## config.mk

```make
export PLATFORM = sky130hd
export DESIGN_NAME = nwr_stream_arbiter
export DESIGN_NICKNAME = d
export VERILOG_FILES = /design/src/rtl/nwr_arb_pkg.sv /design/src/rtl/rr_arbiter.sv /design/src/rtl/nwr_stream_arbiter.sv
export SDC_FILE = /design/constraint.sdc
export NUM_CORES = 1
export LEC_CHECK = 0
export CAP_MARGIN = 0
export CELL_PAD_IN_SITES_DETAIL_PLACEMENT = 0
export CELL_PAD_IN_SITES_GLOBAL_PLACEMENT = 1
export CORE_AREA = 2 2 156 158
export CTS_BUF_LIST = sky130_fd_sc_hd__clkbuf_8
export CTS_CLUSTER_SIZE = 20
export DETAILED_ROUTE_END_ITERATION = 7
export DIE_AREA = 0 0 158 160
export PLACE_DENSITY = 0.84
export SLEW_MARGIN = 20
export SYNTH_ARGS = -nofsm -noshare
export SYNTH_HDL_FRONTEND = slang
export SYNTH_SLANG_ARGS = --single-unit
export TNS_END_PERCENT = 100
```

## constraint.sdc

```tcl
create_clock -name log_clk -period 2.7 [get_ports log_clk]
set_input_delay 0.405 -clock log_clk [delete_from_list [all_inputs] [get_ports log_clk]]
set_output_delay 0.405 -clock log_clk [all_outputs]
set_load 0.01 [all_outputs]
```

## src/rtl/nwr_arb_pkg.sv

```systemverilog
// Shared definitions for the NWRITE stream arbiter.
//   arb_state_t : arbiter FSM states
//   DATA_W, ADDR_W, SIZE_W : default stream, address and size widths
//   MAX_SRC     : largest supported source count
//   rr_pick     : round-robin pick returning a one-hot grant
package nwr_arb_pkg;

  typedef enum logic [1:0] {
    IDLE      = 2'd0,
    XFER      = 2'd1,
    WAIT_DONE = 2'd2
  } arb_state_t;

  localparam int DATA_W  = 64;
  localparam int ADDR_W  = 34;
  localparam int SIZE_W  = 20;
  localparam int MAX_SRC = 8;

  // Scans ptr+1 .. ptr+n (mod n) and returns the first requester one-hot.
  // Only the low n bits of req are considered; n must be 1..MAX_SRC.
  function automatic logic [MAX_SRC-1:0] rr_pick(input logic [MAX_SRC-1:0] req,
                                                  input logic [2:0]         ptr,
                                                  input int                 n);
    logic [MAX_SRC-1:0] gnt;
    logic               found;
    logic               hit;
    int                 idx;
    gnt   = '0;
    found = 1'b0;
    for (int k = 1; k <= MAX_SRC; k++) begin
      idx      = (int'(ptr) + k) % n;
      hit      = !found && (k <= n) && req[idx];
      gnt[idx] = gnt[idx] | hit;
      found    = found | hit;
    end
    return gnt;
  endfunction

endpackage

```

## src/rtl/rr_arbiter.sv

```systemverilog
// Combinational round-robin pick.
//   req   : per-source request vector
//   ptr   : index of the most recently served source
//   grant : one-hot winner (0 when no request)
module rr_arbiter #(
  parameter int NUM_SRC = 2,
  parameter int PTR_W   = 1
) (
  input  logic [NUM_SRC-1:0] req,
  input  logic [PTR_W-1:0]   ptr,
  output logic [NUM_SRC-1:0] grant
);
  import nwr_arb_pkg::*;

  // Widen to the package function's fixed width and narrow the result back.
  always_comb begin
    grant = NUM_SRC'(rr_pick(MAX_SRC'(req), 3'(ptr), NUM_SRC));
  end

endmodule

```

## src/rtl/nwr_stream_arbiter.sv

```systemverilog
// Packet-granular round-robin arbiter sharing the NWRITE user stream port
// between NUM_SRC packet sources (log_clk domain).
//   log_clk/log_rst      : clock, asynchronous active-high reset
//   src_*                : packed per-source streams (source i in slice i)
//   user_*               : muxed stream toward the NWRITE engine; tsize/addr
//                          are latched at grant and held until the next grant
//   nwr_busy_in          : blocks new grants (never an active packet)
//   nwr_done_in          : completion pulse that releases the grant
//   grant_o / arb_busy_o : current one-hot grant, busy in XFER or WAIT_DONE
// Build option NWR_ARB_STATS_EN adds pkt_cnt_o, a saturating per-source count
// of completed packets (CNT_W bits each).
module nwr_stream_arbiter #(
  parameter int NUM_SRC = 2,
  parameter int DATA_W  = nwr_arb_pkg::DATA_W,
  parameter int ADDR_W  = nwr_arb_pkg::ADDR_W,
  parameter int SIZE_W  = nwr_arb_pkg::SIZE_W
`ifdef NWR_ARB_STATS_EN
  , parameter int CNT_W = 16
`endif
) (
  input  logic                         log_clk,
  input  logic                         log_rst,
  input  logic [NUM_SRC-1:0]           src_tvalid_in,
  output logic [NUM_SRC-1:0]           src_tready_o,
  input  logic [NUM_SRC*DATA_W-1:0]    src_tdata_in,
  input  logic [NUM_SRC*DATA_W/8-1:0]  src_tkeep_in,
  input  logic [NUM_SRC-1:0]           src_tfirst_in,
  input  logic [NUM_SRC-1:0]           src_tlast_in,
  input  logic [NUM_SRC*SIZE_W-1:0]    src_tsize_in,
  input  logic [NUM_SRC*ADDR_W-1:0]    src_addr_in,
  input  logic                         user_tready_in,
  output logic                         user_tvalid_o,
  output logic                         user_tfirst_o,
  output logic                         user_tlast_o,
  output logic [DATA_W-1:0]            user_tdata_o,
  output logic [DATA_W/8-1:0]          user_tkeep_o,
  output logic [SIZE_W-1:0]            user_tsize_o,
  output logic [ADDR_W-1:0]            user_addr_o,
  input  logic                         nwr_busy_in,
  input  logic                         nwr_done_in,
  output logic [NUM_SRC-1:0]           grant_o,
  output logic                         arb_busy_o
`ifdef NWR_ARB_STATS_EN
  , output logic [NUM_SRC*CNT_W-1:0]   pkt_cnt_o
`endif
);
  import nwr_arb_pkg::*;

  localparam int KEEP_W = DATA_W / 8;
  localparam int PTR_W  = $clog2(NUM_SRC);

  arb_state_t          state_r, state_nxt_s;
  logic [NUM_SRC-1:0]  req_s, pick_s, grant_r, src_tready_s;
  logic [PTR_W-1:0]    rr_ptr_r, g_idx_s, pick_idx_s;
  logic [SIZE_W-1:0]   tsize_r;
  logic [ADDR_W-1:0]   addr_r;
  logic                done_seen_r, arb_busy_r, take_s, hs_last_s;
  logic                user_tvalid_s, user_tfirst_s, user_tlast_s;
  logic [DATA_W-1:0]   user_tdata_s;
  logic [KEEP_W-1:0]   user_tkeep_s;

  // Only a packet head may request; a stray mid-packet beat never wins.
  always_comb begin
    req_s = src_tvalid_in & src_tfirst_in;
  end

  rr_arbiter #(.NUM_SRC(NUM_SRC), .PTR_W(PTR_W)) u_rr (
    .req   (req_s),
    .ptr   (rr_ptr_r),
    .grant (pick_s)
  );

  // One-hot to index conversion for the current grant and the new pick.
  always_comb begin
    g_idx_s    = {PTR_W{1'b0}};
    pick_idx_s = {PTR_W{1'b0}};
    for (int i = 0; i < NUM_SRC; i++) begin
      g_idx_s    = g_idx_s    | (grant_r[i] ? PTR_W'(i) : {PTR_W{1'b0}});
      pick_idx_s = pick_idx_s | (pick_s[i]  ? PTR_W'(i) : {PTR_W{1'b0}});
    end
  end

  // Granted-source stream mux; everything is forced to zero outside XFER.
  always_comb begin
    user_tvalid_s = 1'b0;
    user_tfirst_s = 1'b0;
    user_tlast_s  = 1'b0;
    user_tdata_s  = '0;
    user_tkeep_s  = '0;
    src_tready_s  = '0;
    if (state_r == XFER) begin
      user_tvalid_s         = src_tvalid_in[g_idx_s];
      user_tfirst_s         = src_tfirst_in[g_idx_s];
      user_tlast_s          = src_tlast_in[g_idx_s];
      user_tdata_s          = src_tdata_in[g_idx_s*DATA_W +: DATA_W];
      user_tkeep_s          = src_tkeep_in[g_idx_s*KEEP_W +: KEEP_W];
      src_tready_s[g_idx_s] = user_tready_in;
    end else begin
      src_tready_s = '0;
    end
  end

  // Packet end and new-grant conditions.
  always_comb begin
    hs_last_s = (state_r == XFER) && user_tvalid_s && user_tready_in && user_tlast_s;
    take_s    = (state_r == IDLE) && (|req_s) && !nwr_busy_in;
  end

  // Next-state logic.
  always_comb begin
    state_nxt_s = state_r;
    case (state_r)
      IDLE: begin
        if (take_s) state_nxt_s = XFER;
        else        state_nxt_s = IDLE;
      end
      XFER: begin
        if (hs_last_s) state_nxt_s = nwr_done_in ? IDLE : WAIT_DONE;
        else           state_nxt_s = XFER;
      end
      WAIT_DONE: begin
        if (nwr_done_in || done_seen_r) state_nxt_s = IDLE;
        else                            state_nxt_s = WAIT_DONE;
      end
      default: state_nxt_s = IDLE;
    endcase
  end

  // State, grant, packet latches, rotation pointer and early-done capture.
  always_ff @(posedge log_clk or posedge log_rst) begin
    if (log_rst) begin
      state_r     <= IDLE;
      arb_busy_r  <= 1'b0;
      grant_r     <= '0;
      tsize_r     <= '0;
      addr_r      <= '0;
      rr_ptr_r    <= PTR_W'(NUM_SRC - 1);
      done_seen_r <= 1'b0;
    end else begin
      state_r    <= state_nxt_s;
      arb_busy_r <= (state_nxt_s != IDLE);
      if (take_s) begin
        grant_r <= pick_s;
        tsize_r <= src_tsize_in[pick_idx_s*SIZE_W +: SIZE_W];
        addr_r  <= src_addr_in[pick_idx_s*ADDR_W +: ADDR_W];
      end else if (state_nxt_s == IDLE) begin
        grant_r <= '0;
      end
      if (hs_last_s) begin
        rr_ptr_r <= g_idx_s;
      end
      // A done that beats the last beat is remembered for WAIT_DONE.
      if (state_nxt_s == IDLE) begin
        done_seen_r <= 1'b0;
      end else if ((state_r == XFER) && nwr_done_in) begin
        done_seen_r <= 1'b1;
      end
    end
  end

`ifdef NWR_ARB_STATS_EN
  logic [NUM_SRC*CNT_W-1:0] pkt_cnt_r;

  // Saturating per-source count of completed packets.
  always_ff @(posedge log_clk or posedge log_rst) begin
    if (log_rst) begin
      pkt_cnt_r <= '0;
    end else begin
      for (int i = 0; i < NUM_SRC; i++) begin
        if (hs_last_s && grant_r[i] && (pkt_cnt_r[i*CNT_W +: CNT_W] != {CNT_W{1'b1}})) begin
          pkt_cnt_r[i*CNT_W +: CNT_W] <= pkt_cnt_r[i*CNT_W +: CNT_W] + CNT_W'(1);
        end
      end
    end
  end

  assign pkt_cnt_o = pkt_cnt_r;
`endif

  assign src_tready_o  = src_tready_s;
  assign user_tvalid_o = user_tvalid_s;
  assign user_tfirst_o = user_tfirst_s;
  assign user_tlast_o  = user_tlast_s;
  assign user_tdata_o  = user_tdata_s;
  assign user_tkeep_o  = user_tkeep_s;
  assign user_tsize_o  = tsize_r;
  assign user_addr_o   = addr_r;
  assign grant_o       = grant_r;
  assign arb_busy_o    = arb_busy_r;

endmodule

```

==> results of run 1 <==
==> worst max-delay path, cell delays in order, from the launching register on <==
cell and delay, ns:
dfrtp_4 0.65, buf_12 0.27, mux2i_1 0.27, nor2_1 0.06, clkdlybuf4s50_1 0.52
==> per-layer routing <==
layer,vias up,wire length (um),GRT usage
li1,2531,-,-
met1,2547,8897,0.2024
met2,254,10950,0.2925
met3,21,1645,0.03718
met4,0,358,0.04177
met5,-,0,0
==> power by group through the flow <==
stage                     Sequential, mW  Clock, mW  Combinational, mW
after floorplan                     1.87          0               2.08
after global placement              1.74          0               4.86
after detailed placement            1.76          0               4.87
after CTS                           1.74      0.924               4.88
after global routing                1.79      0.958               5.11
final                               1.73      0.882               4.82
==> metrics by stage <==
stage                     cells  power [mW]
after floorplan             466       3.954
after global placement     1148       6.595
after detailed placement   1148       6.630
after CTS                  1164       7.546
after global routing       1164       7.863
final                      1164       7.429
==> sequential cells by signal (all words and copies together) (netlist names) <==
signal        count
grant_o           2
state_r           2
rr_ptr_r          1
done_seen_r       1
arb_busy_o        1
user_addr_o      34
user_tsize_o     20
==> cells in the mapped netlist <==
cell type,instances,share of area
nor2_1,76,0.061
mux2i_1,75,0.16
dfrtp_1,60,0.32
o21ai_0,58,0.062
a311oi_1,54,0.10
a2bb2oi_2,50,0.16
clkbuf_1,30,0.024
buf_2,18,0.019
buf_12,5,0.021
a2bb2oi_1,4,0.0075
nand2_1,4,0.0032
a21oi_1,3,0.0032
a32oi_1,2,0.0038
and2_1,2,0.0027
and3_1,2,0.0027
buf_1,2,0.0016
nand3b_1,2,0.0032
nor2b_1,2,0.0027
a22oi_2,1,0.0027
buf_4,1,0.0016
buf_6,1,0.0024
dfstp_2,1,0.0056
inv_1,1,0.00080
mux2_2,1,0.0024
nand2b_1,1,0.0013
nand3_1,1,0.0011
nor2_8,1,0.0043
nor3_1,1,0.0011
nor4_1,1,0.0013
nor4_2,1,0.0027
nor4b_1,1,0.0019
o21a_1,1,0.0016
o31ai_1,1,0.0016
or3_1,1,0.0013
or3b_1,1,0.0019
==> logic make-up after synthesis <==
group           share of synthesized area
compound gates                     0.3450
simple gates                      0.09256
mux                                0.1634
flops                              0.3276
buf+inv                           0.07137
==> path summary, 6_finish.rpt <==
check                                start          endpoint  slack, ns  depth (start not counted)
setup / recovery                grant_o[1]  user_tdata_o[37]       0.17                          4
hold / removal                     log_rst  user_tsize_o[12]       0.44                          3
setup reg to reg                state_r[1]  user_tsize_o[17]       0.76                          4
hold reg to reg            user_addr_o[31]   user_addr_o[31]       0.52                          1
max in group asynchronous          log_rst   user_addr_o[11]       1.94                          3
min in group log_clk       user_addr_o[31]   user_addr_o[31]       0.52                          1
==> layout make-up <==
| type | count | area [um2] | area share |
|---|---|---|---|
| timing repair buffer | 415 | 4219 | 0.4593 |
| multi-input combinational | 347 | 2814 | 0.3064 |
| sequential | 61 | 1531 | 0.1667 |
| tap | 324 | 405.4 | 0.04414 |
| clock buffer | 12 | 165.2 | 0.01798 |
| clock inverter | 4 | 46.29 | 0.005040 |
| inverter | 1 | 3.754 | 0.0004087 |
==> placed cells by master (no fill, tap or decap), types with 2 or more instances in the layout <==
master           instances
clkdlybuf4s50_1        396
nor2_1                  76
mux2i_1                 75
dfrtp_1                 59
o21ai_0                 58
a311oi_1                54
a2bb2oi_2               50
clkbuf_8                12
buf_4                   10
buf_12                   9
nand2_1                  4
a2bb2oi_1                4
a21oi_1                  3
nor2b_1                  2
nand3b_1                 2
a32oi_1                  2
==> results.ini, run 1 <==
[outcome]
outcome=complete, no violations

[clock_tree]
cts_setup_buffers=0
h-tree-depth=3
numCtsBuffers=9
cts.clk_slew.worst_paths_ns=0.08
cts-root-buf=clkbuf_8
hold_buffers=0
cts_resized=0
tritoncts=yes
clk_path_buf_depth=2
clock_sinks=61
worst_skew_pair.late_latency_ns=0.34

[timing]
hold_slack_ns=0.4371
tightest_slew_ns=0.6330
setup_ws_ns=0.1677
slew_viol_final=0
relSlewSlack=0.5780
setup_viol=0
setup_tns_ns=0
fmax_mhz=394.9
finalHoldViolCount=0
finalCritPeriodShare=0.9379
period_minus_slack_ns=2.532
skew_ns=0.009825
rsz0062_at_grt=no

[synthesis]
yosysUniqueCellTypes=35
syn_nets=729
synth-warning-count=0
syn_avg_cell_area_um2=10.01
ys_seq_elements=61
synth_cells=466
syn_area_mm2=0.004663
yosysSeqAreaShare=0.3276

[detailed_routing]
drc_errors=0
drt_iter0_drc=250
via_count=5353
viasPerCell=4.599
routed_wl_mm=21.85
first_pass_iters=4
wire_per_inst_um=18.77
postRouteAntennaNets=0

[floorplanning]
start_util=0.1958
io_pins=397
die-width_um=158
dieArea_mm2=0.02528
die_height_um=160
core_area_mm2=0.02382
rows=57

[critical_path]
crit_arrival_ns=2.13
worstSetupPathType=flop to output pin
critPathRequiredTime_ns=2.30
endpoint_kind=output pin
startpoint_type=flop
crit_fanout=31

[layout]
diodes=0
syn_to_final_growth_pct=96.97
fillerInstances=2415
final_nets=1098
post-route-util=0.3856
final_area_mm2=0.009185
drive_gt1_frac=0.1143

[global_route]
grt_antenna_before_repair=0
grt_max_degree=76
grt_pass1_wl_mm=32.41
grt_usage=0.1658
grt_pass1_vias=5479
overflow=0

[power]
internal_power_mw=4.665
combPwrFrac=0.648
p_switching_mw=2.763
power_density_mw_per_mm2=808.8
peakVddDrop_v=0.0003522
leakage_nw=3.255
seq_power_share=0.233
swShare=0.3720
power_frac_clock=0.119

[flow_run]
drv_cap=0

[place]
globalplace.congestion=0.8060
placed_area_mm2=0.008974
hpwl_mm=17.01
place_ws_ns=0.1606
portBuffers=396

[worst_hold_path]
holdCritPathClass=primary input to async pin

Power figures use the tool's default switching activity.
==> run 2: changes to the inputs <==
--- a/config.mk
+++ b/config.mk
@@ -5,7 +5,6 @@
 export SDC_FILE = /design/constraint.sdc
 export NUM_CORES = 1
 export LEC_CHECK = 0
-export CAP_MARGIN = 0
 export CELL_PAD_IN_SITES_DETAIL_PLACEMENT = 0
 export CELL_PAD_IN_SITES_GLOBAL_PLACEMENT = 1
 export CORE_AREA = 2 2 156 158
==> results of run 2 <==
No change in the layout: final DEF, timing and power equal those of run 1.
==> run 3: changes to the inputs <==
--- a/config.mk
+++ b/config.mk
@@ -5,6 +5,7 @@
 export SDC_FILE = /design/constraint.sdc
 export NUM_CORES = 1
 export LEC_CHECK = 0
+export CAP_MARGIN = 10
 export CELL_PAD_IN_SITES_DETAIL_PLACEMENT = 0
 export CELL_PAD_IN_SITES_GLOBAL_PLACEMENT = 1
 export CORE_AREA = 2 2 156 158
==> results of run 3 <==
No change in the layout: final DEF, timing and power equal those of run 1.
